## src/rtl/cpu_ctrl_pkg.sv

```systemverilog
// Shared encodings for the CPU fetch/execute sequencer: state codes, decode-word
// bit positions and phase values.
package cpu_ctrl_pkg;

  typedef logic [2:0] state_t;

  localparam state_t ST_IDLE     = 3'd0;
  localparam state_t ST_FETCH    = 3'd1;
  localparam state_t ST_EXEC     = 3'd2;
  localparam state_t ST_MEM_WAIT = 3'd3;
  localparam state_t ST_HALT     = 3'd4;

  localparam int unsigned DEC_PC_INC = 0;
  localparam int unsigned DEC_PC_LD  = 1;
  localparam int unsigned DEC_RAM_RD = 2;
  localparam int unsigned DEC_RAM_WR = 3;
  localparam int unsigned DEC_HALT   = 4;
  localparam int unsigned DEC_W      = 5;

  localparam logic PHASE_FETCH = 1'b0;
  localparam logic PHASE_EXEC  = 1'b1;

  // PC requests and write strobe captured when a RAM access enters MEM_WAIT
  typedef struct packed {
    logic pc_ld;
    logic pc_inc;
    logic ram_we;
  } mem_req_t;

  function automatic logic is_busy(state_t s);
    return (s == ST_FETCH) || (s == ST_EXEC) || (s == ST_MEM_WAIT);
  endfunction

endpackage

```

## src/rtl/seq_wait_timer.sv

```systemverilog
// 4-bit loadable down-counter timing RAM wait states; holds at zero once reached.
module seq_wait_timer (
  input  logic       clk,
  input  logic       reset,
  input  logic       load,
  input  logic [3:0] load_val,
  output logic       zero
);

  logic [3:0] count;

  always_ff @(posedge clk or negedge reset) begin
    if (!reset) begin
      count <= '0;
    end else if (load) begin
      count <= load_val;
    end else if (count != '0) begin
      count <= count - 4'd1;
    end
  end

  assign zero = (count == '0);

endmodule

```

## src/rtl/cpu_seq_ctrl.sv

```systemverilog
// Fetch/execute sequencer for the 4-bit CPU: PC/IR strobes, RAM select with
// wait states, run/step/halt control and a retired-instruction counter.
module cpu_seq_ctrl
  import cpu_ctrl_pkg::*;
#(
  parameter int unsigned RAM_WAIT = 1,
  parameter int unsigned CNT_W    = 16
) (
  input  logic             clk,
  input  logic             reset,
  input  logic             run,
  input  logic             step,
  input  logic             halt_clr,
  input  logic [3:0]       opcode,
  input  logic [1:0]       flags,
  input  logic             dec_pc_inc,
  input  logic             dec_pc_ld,
  input  logic             dec_ram_rd,
  input  logic             dec_ram_wr,
  input  logic             dec_halt,
  output logic [6:0]       decode_addr,
  output logic             phase,
  output logic             ir_en,
  output logic             pc_en,
  output logic             pc_load,
  output logic             ram_cs,
  output logic             ram_we,
  output logic             halted,
  output logic             busy,
  output logic [CNT_W-1:0] instr_cnt
);

  localparam logic        HAS_WAIT  = (RAM_WAIT > 0);
  localparam int unsigned WAIT_M1   = (RAM_WAIT > 0) ? RAM_WAIT - 1 : 0;
  localparam logic [3:0]  WAIT_LOAD = WAIT_M1[3:0];

  state_t             state, state_nxt;
  logic               step_q;
  mem_req_t           req_q;
  logic [DEC_W-1:0]   dec;
  logic               step_edge, mem_acc, wait_go, wait_done, retire;

  always_comb begin
    dec             = '0;
    dec[DEC_PC_INC] = dec_pc_inc;
    dec[DEC_PC_LD]  = dec_pc_ld;
    dec[DEC_RAM_RD] = dec_ram_rd;
    dec[DEC_RAM_WR] = dec_ram_wr;
    dec[DEC_HALT]   = dec_halt;
  end

  assign step_edge = step & ~step_q;
  assign mem_acc   = dec[DEC_RAM_RD] | dec[DEC_RAM_WR];
  assign wait_go   = (state == ST_EXEC) & ~dec[DEC_HALT] & mem_acc & HAS_WAIT;
  assign retire    = ((state == ST_EXEC) & ~wait_go) | ((state == ST_MEM_WAIT) & wait_done);

  seq_wait_timer u_wait (
    .clk      (clk),
    .reset    (reset),
    .load     (wait_go),
    .load_val (WAIT_LOAD),
    .zero     (wait_done)
  );

  always_comb begin
    state_nxt = state;
    ir_en     = 1'b0;
    pc_en     = 1'b0;
    pc_load   = 1'b0;
    ram_cs    = 1'b0;
    ram_we    = 1'b0;
    halted    = 1'b0;
    case (state)
      ST_IDLE: begin
        if (run || step_edge) state_nxt = ST_FETCH;
      end
      ST_FETCH: begin
        ir_en     = 1'b1;
        pc_en     = dec[DEC_PC_INC];
        state_nxt = ST_EXEC;
      end
      ST_EXEC: begin
        if (dec[DEC_HALT]) begin
          state_nxt = ST_HALT;
        end else begin
          ram_cs = mem_acc;
          ram_we = dec[DEC_RAM_WR];
          if (wait_go) begin
            state_nxt = ST_MEM_WAIT;
          end else begin
            pc_load   = dec[DEC_PC_LD];
            pc_en     = dec[DEC_PC_INC] & ~dec[DEC_PC_LD];
            state_nxt = run ? ST_FETCH : ST_IDLE;
          end
        end
      end
      ST_MEM_WAIT: begin
        ram_cs = 1'b1;
        ram_we = req_q.ram_we;
        if (wait_done) begin
          pc_load   = req_q.pc_ld;
          pc_en     = req_q.pc_inc & ~req_q.pc_ld;
          state_nxt = run ? ST_FETCH : ST_IDLE;
        end
      end
      ST_HALT: begin
        halted = 1'b1;
        if (halt_clr) state_nxt = ST_IDLE;
      end
      default: state_nxt = ST_IDLE;
    endcase
  end

  assign phase       = ((state == ST_EXEC) || (state == ST_MEM_WAIT)) ? PHASE_EXEC : PHASE_FETCH;
  assign busy        = is_busy(state);
  assign decode_addr = {opcode, flags, phase};

  always_ff @(posedge clk or negedge reset) begin
    if (!reset) begin
      state     <= ST_IDLE;
      step_q    <= 1'b0;
      req_q     <= '0;
      instr_cnt <= '0;
    end else begin
      state  <= state_nxt;
      step_q <= step;
      if (wait_go) begin
        req_q.pc_ld  <= dec[DEC_PC_LD];
        req_q.pc_inc <= dec[DEC_PC_INC];
        req_q.ram_we <= dec[DEC_RAM_WR];
      end
      if (retire) instr_cnt <= instr_cnt + CNT_W'(1);
    end
  end

endmodule

```

## config.mk

```make
export PLATFORM = sky130hd
export DESIGN_NAME = cpu_seq_ctrl
export DESIGN_NICKNAME = d
export VERILOG_FILES = /design/src/rtl/cpu_ctrl_pkg.sv /design/src/rtl/seq_wait_timer.sv /design/src/rtl/cpu_seq_ctrl.sv
export SDC_FILE = /design/constraint.sdc
export NUM_CORES = 1
export LEC_CHECK = 0
export BUFFER_PORTS_ARGS = -buffer_cell sky130_fd_sc_hd__buf_2
export CAP_MARGIN = 20
export CORE_UTILIZATION = 50
export CTS_BUF_LIST = sky130_fd_sc_hd__clkbuf_8 sky130_fd_sc_hd__clkbuf_16
export DETAILED_ROUTE_END_ITERATION = 10
export GPL_TIMING_DRIVEN = 0
export PLACE_DENSITY = 0.85
export SLEW_MARGIN = 10
export SYNTH_ARGS = -nofsm -noshare
export SYNTH_HDL_FRONTEND = slang
export SYNTH_SLANG_ARGS = --single-unit
```

## constraint.sdc

```tcl
create_clock -name clk -period 2.65 [get_ports clk]
set_clock_uncertainty 0.15 [all_clocks]
set_input_delay 0.1325 -clock clk [delete_from_list [all_inputs] [get_ports clk]]
set_output_delay 0.1325 -clock clk [all_outputs]
set_load 0.03 [all_outputs]
```

# [After elaboration in Yosys (flattened, before gate mapping)]
# Index checks and enable logic that the tools add are counted.
[word_totals] regBits=27 output_inout_bits=31 wordCells=63
[op_classes] addsub=2 eq_ne=7 mux=24 bitwise_logic=14 n_reduce_logical=9
[ops] cell="adder 16 x 1 -> 16 bit (second input constant)" count=1
[ops] cell="case mux 3 bit (5 select lines)" count=1
[ops] cell="2-to-1 mux 1 bit" count=12
[ops] cell="2-to-1 mux 3 bit" count=4
[ops] cell="2-to-1 mux 4 bit" count=2
[ops] cell="AND 1 bit" count=7
[ops] cell="== test 3 x 2 -> 1 bit (second input constant)" count=2
[ops] cell="inequality test 2 bit (second input constant)" count=3
[ops] cell="case mux 1 bit (2 select lines)" count=3
[ops] cell="inverter 1 bit" count=5
[ops] cell="logical NOT 4 bit" count=1
[ops] cell="logical OR 1 bit" count=4
[ops] cell="nonzero test 4 bit" count=1
[ops] cell="subtractor 4 x 1 -> 4 bit (second input constant)" count=1
[ops] cell="== test 3 x 1 -> 1 bit (second input constant)" count=1
[ops] cell="== test 3 bit (second input constant)" count=1
[ops] cell="logical NOT 3 bit" count=1
[ops] cell="case mux 1 bit (3 select lines)" count=1
[ops] cell="AND reduction 3 bit" count=1
[ops] cell="2-to-1 mux 2 bit" count=1
[ops] cell="OR 1 bit" count=2
[ops] cell="nonzero test 2 bit" count=1

# [Depth between registers and ports, before layout]
# Gate-level depths: netlist (run 1).
[logic_depth] word_depth=6 mapped_depth=7 ltp_nobuf=6

# [By module]
# A second synthesis (run 1) with hierarchy kept.
[unflattened] cells_unflattened=135 area_unflattened_um2=1465.2
[modules_own_cells] module="cpu_seq_ctrl" instances=1 cells_per_inst=113 area_each_um2=1231.2
[modules_own_cells] module="seq_wait_timer" instances=1 cells_per_inst=22 area_each_um2=234.0

# [Worst setup path before layout (run 1)]
# No wires, ideal clock.
[synth_timing] path_type="register -> output" start="register state[0]" end="output port pc_en" t_arrival_ns=2.071 required_time_ns=2.368 setup_slack_ns=0.296 path_stages_with_launch=5 cell_sequence="dfrtp_1 > clkbuf_1 > nor3b_1 > o21bai_1 > a32o_1"
[synth_between] elab_chain_cells=6 elab_cells_between_ends=8
[synth_lines] element="start: declaration" line_no="cpu_seq_ctrl.sv:37" rtl="state_t state, state_nxt;"
[synth_lines] element="start signal: assignment" line_no="cpu_seq_ctrl.sv:125" rtl="state <= state_nxt;"
[synth_lines] element="== test 3 x 2 -> 1 bit" line_no="cpu_seq_ctrl.sv:54, cpu_seq_ctrl.sv:73"
[synth_lines] element="AND 1 bit (2 in a row)" line_no="cpu_seq_ctrl.sv:54" rtl="assign wait_go = (state == ST_EXEC) & ~dec[DEC_HALT] & mem_acc & HAS_WAIT;"
[synth_lines] element="2-to-1 mux 1 bit" line_no="cpu_seq_ctrl.sv:88" rtl="if (wait_go) begin"
[synth_lines] element="2-to-1 mux 1 bit" line_no="cpu_seq_ctrl.sv:83" rtl="if (dec[DEC_HALT]) begin"
[synth_lines] element="case mux 1 bit (3 select lines) (*)" line_no="cpu_seq_ctrl.sv:73" rtl="case (state)"
[synth_lines] element="end: declaration" line_no="cpu_seq_ctrl.sv:24" rtl="output logic pc_en,"
# Mark *: on every way between the ends. The rest lies on a longest branch, timed or not.

# [Worst setup path in the final report (run 1)]
[layout_timing] start="register u_wait.count[0]" end="output port pc_en"
[layout_between] elab_chain_cells=3
[layout_lines] element="start: declaration" line_no="seq_wait_timer.sv:10" rtl="logic [3:0] count;"
[layout_lines] element="start signal: assignment" line_no="seq_wait_timer.sv:16" rtl="count <= load_val;"
[layout_lines] element="start signal: assignment" line_no="seq_wait_timer.sv:18" rtl="count <= count - 4'd1;"
[layout_lines] element="logical NOT 4 bit" line_no="seq_wait_timer.sv:22" rtl="assign zero = (count == '0);"
[layout_lines] element="2-to-1 mux 1 bit" line_no="cpu_seq_ctrl.sv:100" rtl="if (wait_done) begin"
[layout_lines] element="case mux 1 bit (3 select lines)" line_no="cpu_seq_ctrl.sv:73"
# Every way passes these cells.

==> results of run 1 <==
==> cells by family after synthesis <==
group,share of synthesized area
adder cells (fa/ha/maj),0.0259
buffers and inverters,0.0777
flip-flops,0.466
XOR/XNOR,0.103
AND/OR/NAND/NOR,0.213
multiplexers,0.0155
AO/OA/AOI/OAI,0.0984
==> worst max-delay path, cell delays in order, from the launching register on <==
cell and delay, ns:
dfrtp_1 0.39, inv_1 0.12, ha_1 0.20, nor3b_1 0.52
and3_1 0.26, a32o_1 0.16, buf_2 0.19
==> final timing paths <==
kind	from	to	slack, ns	cells past startpoint
worst max-delay path	u_wait.count[0]	pc_en	0.26	6
worst min-delay path	dec_ram_rd	req_q[0]	0.03	3
worst max register to register	u_wait.count[0]	instr_cnt[15]	0.46	7
worst min register to register	instr_cnt[15]	instr_cnt[15]	0.33	1
max in group asynchronous	reset	state[1]	1.71	2
min in group asynchronous	reset	req_q[2]	0.24	2
==> cell usage after synthesis (all sizes together), types with 3 or more instances <==
| master | instances |
|---|---|
| nand2 | 8 |
| dfrtp | 27 |
| buf | 11 |
| nor2 | 16 |
| xnor2 | 16 |
| inv | 7 |
| nand3 | 7 |
| nor3 | 4 |
| ha | 3 |
| nand4 | 7 |
| and2 | 3 |
| a21oi | 4 |
==> metal layers <==
layer  GRT usage  wire length, µm
met3      0.0279              135
met4      0.0697                8
met1       0.239             1300
met2       0.375             1550
met5           0                0
==> state kept, by name, indices dropped and copies added, names as in the netlist <==
name	flops
step_q	1
u_wait.count	4
req_q	3
state	3
instr_cnt	16
==> power by group <==
part	total (mW)	switching (mW)	leakage (nW)	internal [mW]
clock network	0.230	0.125	0.0255	0.105
logic	0.915	0.576	0.500	0.339
registers	0.630	0.101	0.349	0.528
==> what timing repair did <==
action,4_1_cts,5_1_grt
hold endpoints to repair,31,0
hold buffers,5,0
setup buffers,0,0
==> metrics by stage <==
step | instances | util
after floorplan | 143 | -
after global placement | 214 | 0.612
after detailed placement | 214 | 0.612
after CTS | 223 | 0.647
after global routing | 223 | 0.647
final | 223 | 0.647
==> final cells by class <==
type / count / area [µm²]
Buffer: 13 / 86.3
Multi-Input combinational cell: 96 / 661
Sequential cell: 27 / 676
Timing Repair Buffer: 45 / 250
Clock inverter: 1 / 5.00
Inverter: 7 / 26.3
Fill cell: 239 / 973
Tap cell: 31 / 38.8
Clock buffer: 3 / 41.3
==> impl_metrics.toml, run 1 <==
[status]
outcome = "finished clean"

[global_routing]
grt_max_degree = 28
antenna_found_initial = 0
grt_use_total = 0.202
grt_overflow_total = 0
grt_pass1_wl_mm = 5.02
grt_pass1_vias = 1185

[floorplan]
rows = 19
io_pins = 47
die_width_um = 55.8
core_um2 = 2760
die_area_um2 = 3120
fp.dieH_um = 55.8
start_util = 0.525

[clock_network]
htreeDepth = 1
post_cts_resized = 0
clock_latency_ns = 0.27
numClockSinks = 27
cts_root_buffer = "clkbuf_8"
clk_pin_slew_ns = 0.09
cts_tree = "yes"
clock_path_buffers = 2
numCtsBuffers = 3

[worst_setup_path]
startpoint_type = "flip-flop"
worst_ep_required_time_ns = 2.37
crit_arrival_ns = 2.11
path_max_fanout = 4
criticalPathCategory = "flip-flop to output pin"
endpoint_kind = "output pin"

[timing]
final.setup.tns_ns = 0
whs_ns = 0.0258
period_share = 0.903
setup_ws_ns = 0.258
setup_viol = 0
finalHoldViolCount = 0
slew_violations = 0
period_minus_slack_ns = 2.39
rsz0062_at_grt = "no"
relSlewSlack = 0.601
max_clock_freq_mhz = 418
worst_pin_slew_ns = 0.598

[cells_and_area]
design_area_um2 = 1780
final_common_cell = "buf_2"
final_cell_mix = "buf_2 (43), dfrtp_1 (27), nor2_1 (16), xnor2_1 (16), nand2_1 (8)"
drive_gt1_frac = 0.307
n_antenna_cell = 0
syn_to_final_growth_pct = 23.1
fin_nets = 212

[yosys]
synth_sequential_area_ratio = 0.466
synth_area_leader_cell = "dfrtp_1"
syn-cell-area_um2 = 1450
syn_avg_cell_area_um2 = 10.1
syn-num-nets = 162
ys_warn_count = 0
synth_edf_count = 0
ys_ff_latch = 27
synth_cells = 143
synth_top_area_share = 0.466
synth-main-ff-cell = "dfrtp_1"
async_flop_share = 1.00
synthTopCellsByArea = "dfrtp_1 (47%), xnor2_1 (9.7%), nor2_1 (4.1%), buf_4 (3.6%), nand4_1 (3.0%)"
synthDistinctLibCells = 36

[power]
p_total_mw = 1.77
p_leak_nw = 0.875
vdd_drop_max_mv = 0.865
pwr_density_cell_nw_per_um2 = 995

[detailed_routing]
drc = 0
drt_iter0_markers = 40
ant_nets = 0
vias = 1189
vias_per_cell = 5.33
routedWlPerCell_um = 13.4
wl_mm = 2.99
drt_first_pass_iters = 4

[placed_design]
placed_cell_area_um2 = 1690
finalWeightedCongestion = 0.832
dp_slack_ns = 0.460
io_buffer_count = 40
dp_hpwl_mm = 2.23

[worst_hold_path]
hp-class = "input pin to flip-flop"

[run]
drv_cap = 0
No activity file was read; power rests on OpenSTA's default activity.
==> run 2, diff against run 1 <==
PLACE_DENSITY = 0.79   (was 0.85)
==> impl_metrics.toml, run 2 (synthesized netlist as in run 1, its figures left out) <==
[status]
outcome = "finished clean"

[worst_setup_path]
criticalPathCategory = "flip-flop to output pin"
crit_arrival_ns = 2.10
endpoint_kind = "output pin"
slowest_stage = "nor3b_1"
path_max_fanout = 4
startpoint_type = "flip-flop"
reg2reg_slack_ns = 0.49
slowest_delay_ns = 0.51
worst_ep_required_time_ns = 2.37
path_cells = "inv_1 -> ha_1 -> nor3b_1 -> and3_1 -> a32o_1 -> buf_2"

[clock_network]
numClockSinks = 27
clock_path_buffers = 2
post_cts_buffers = 0
clock_latency_ns = 0.26
clk_pin_slew_ns = 0.09
cts_tree = "yes"
htreeDepth = 1
numCtsBuffers = 3
cts_root_buffer = "clkbuf_8"

[floorplan]
rows = 19
io_pins = 47
die_area_um2 = 3120
fp.dieH_um = 55.8
die_width_um = 55.8
core_um2 = 2760
start_util = 0.525

[cells_and_area]
syn_to_final_growth_pct = 22.4
final_common_cell = "buf_2"
regMostFlops = "instr_cnt"
fin_util = 0.643
n_antenna_cell = 0
drive_gt1_frac = 0.304
fin_cells = 222
largest_register_ffs = 16
design_area_um2 = 1770
fin_nets = 211
largestRegisters = "instr_cnt: 16 flops, u_wait.count: 4 flops"
final_cell_mix = "buf_2 (43), dfrtp_1 (27), nor2_1 (16), xnor2_1 (16)"

[timing]
max_clock_freq_mhz = 419
setup_viol = 0
final.setup.tns_ns = 0
relSlewSlack = 0.605
worst_pin_slew_ns = 0.593
rsz0062_at_grt = "no"
whs_ns = 0.0104
finalHoldViolCount = 0
period_minus_slack_ns = 2.38
period_share = 0.900
slew_violations = 0

[detailed_routing]
vias = 1172
drc = 0
drt_iter0_markers = 43
ant_nets = 0
routedWlPerCell_um = 12.9
wl_mm = 2.86
vias_per_cell = 5.28
drt_first_pass_iters = 4

[placed_design]
io_buffer_count = 40
place_inst = 214
dp_hpwl_mm = 2.19
finalWeightedCongestion = 0.816
placed_cell_area_um2 = 1690

[run]
drv_cap = 0

[global_routing]
grt_pass1_wl_mm = 4.91
grt_overflow_total = 0
grt_pass1_vias = 1124
grt_max_degree = 28
antenna_found_initial = 0
grt_use_total = 0.198

[power]
vdd_drop_max_mv = 0.705
pwr_density_cell_nw_per_um2 = 990
p_leak_nw = 0.872

[worst_hold_path]
hp-class = "input pin to flip-flop"
-- run 2: cell types whose count changed in the layout (fill, tap and decap cells not counted), sizes merged --
| cell | previous run | this run |
|---|---|---|
| clkinv | 1 | 0 |
| inv | 7 | 8 |
| dlygate4sd3 | 5 | 4 |
-- run 2: final timing paths --
path                                      start  cells after the start         endpoint
worst max-delay path            u_wait.count[0]                      6            pc_en
worst min-delay path                 dec_ram_wr                      2         req_q[0]
worst max register to register  u_wait.count[0]                      7    instr_cnt[12]
worst min register to register    instr_cnt[15]                      1    instr_cnt[15]
max in group asynchronous                 reset                      2           step_q
min in group asynchronous                 reset                      2  u_wait.count[2]
-- run 2: cell type report --
cell class                      count  area, µm²
Sequential cell                    27        676
Fill cell                         250        985
Clock buffer                        3       41.3
Timing Repair Buffer               44        240
Inverter                            7       26.3
Buffer                             13       86.3
Clock inverter                      1       3.75
Multi-Input combinational cell     96        661
Tap cell                           31       38.8
-- run 2: metrics by stage --
stage	total power, mW	worst slack, ns
final	1.76	0.266
after global routing	1.89	0.134
after CTS	1.78	0.254
after detailed placement	1.55	0.495
after global placement	1.50	0.546
after floorplan	1.31	0.296
-- run 2: routing by layer --
metal,global-route usage,vias up,wire (µm)
li1,-,582,-
met1,0.253,550,1250
met2,0.344,36,1440
met3,0.0372,4,138
met4,0.0592,0,28
met5,0,-,0
-- run 2: where the power goes --
group	internal, mW	switching [mW]
Clock	0.103	0.116
Combinational	0.337	0.569
Sequential	0.528	0.102
Total	0.969	0.786
-- run 2: what timing repair did --
action | 4_1_cts | 5_1_grt
endpoints found under the hold margin | 30 | 0
gates resized for setup | 0 | 0
hold buffers | 4 | 0
-- run 2: worst max-delay path, delay by kind of cell, from the launching register on --
family / cells / cell delay (ns)
compound gates: 1 / 0.17
fa+ha+maj: 1 / 0.20
buf+inv: 2 / 0.30
flops: 1 / 0.38
simple gates: 2 / 0.78
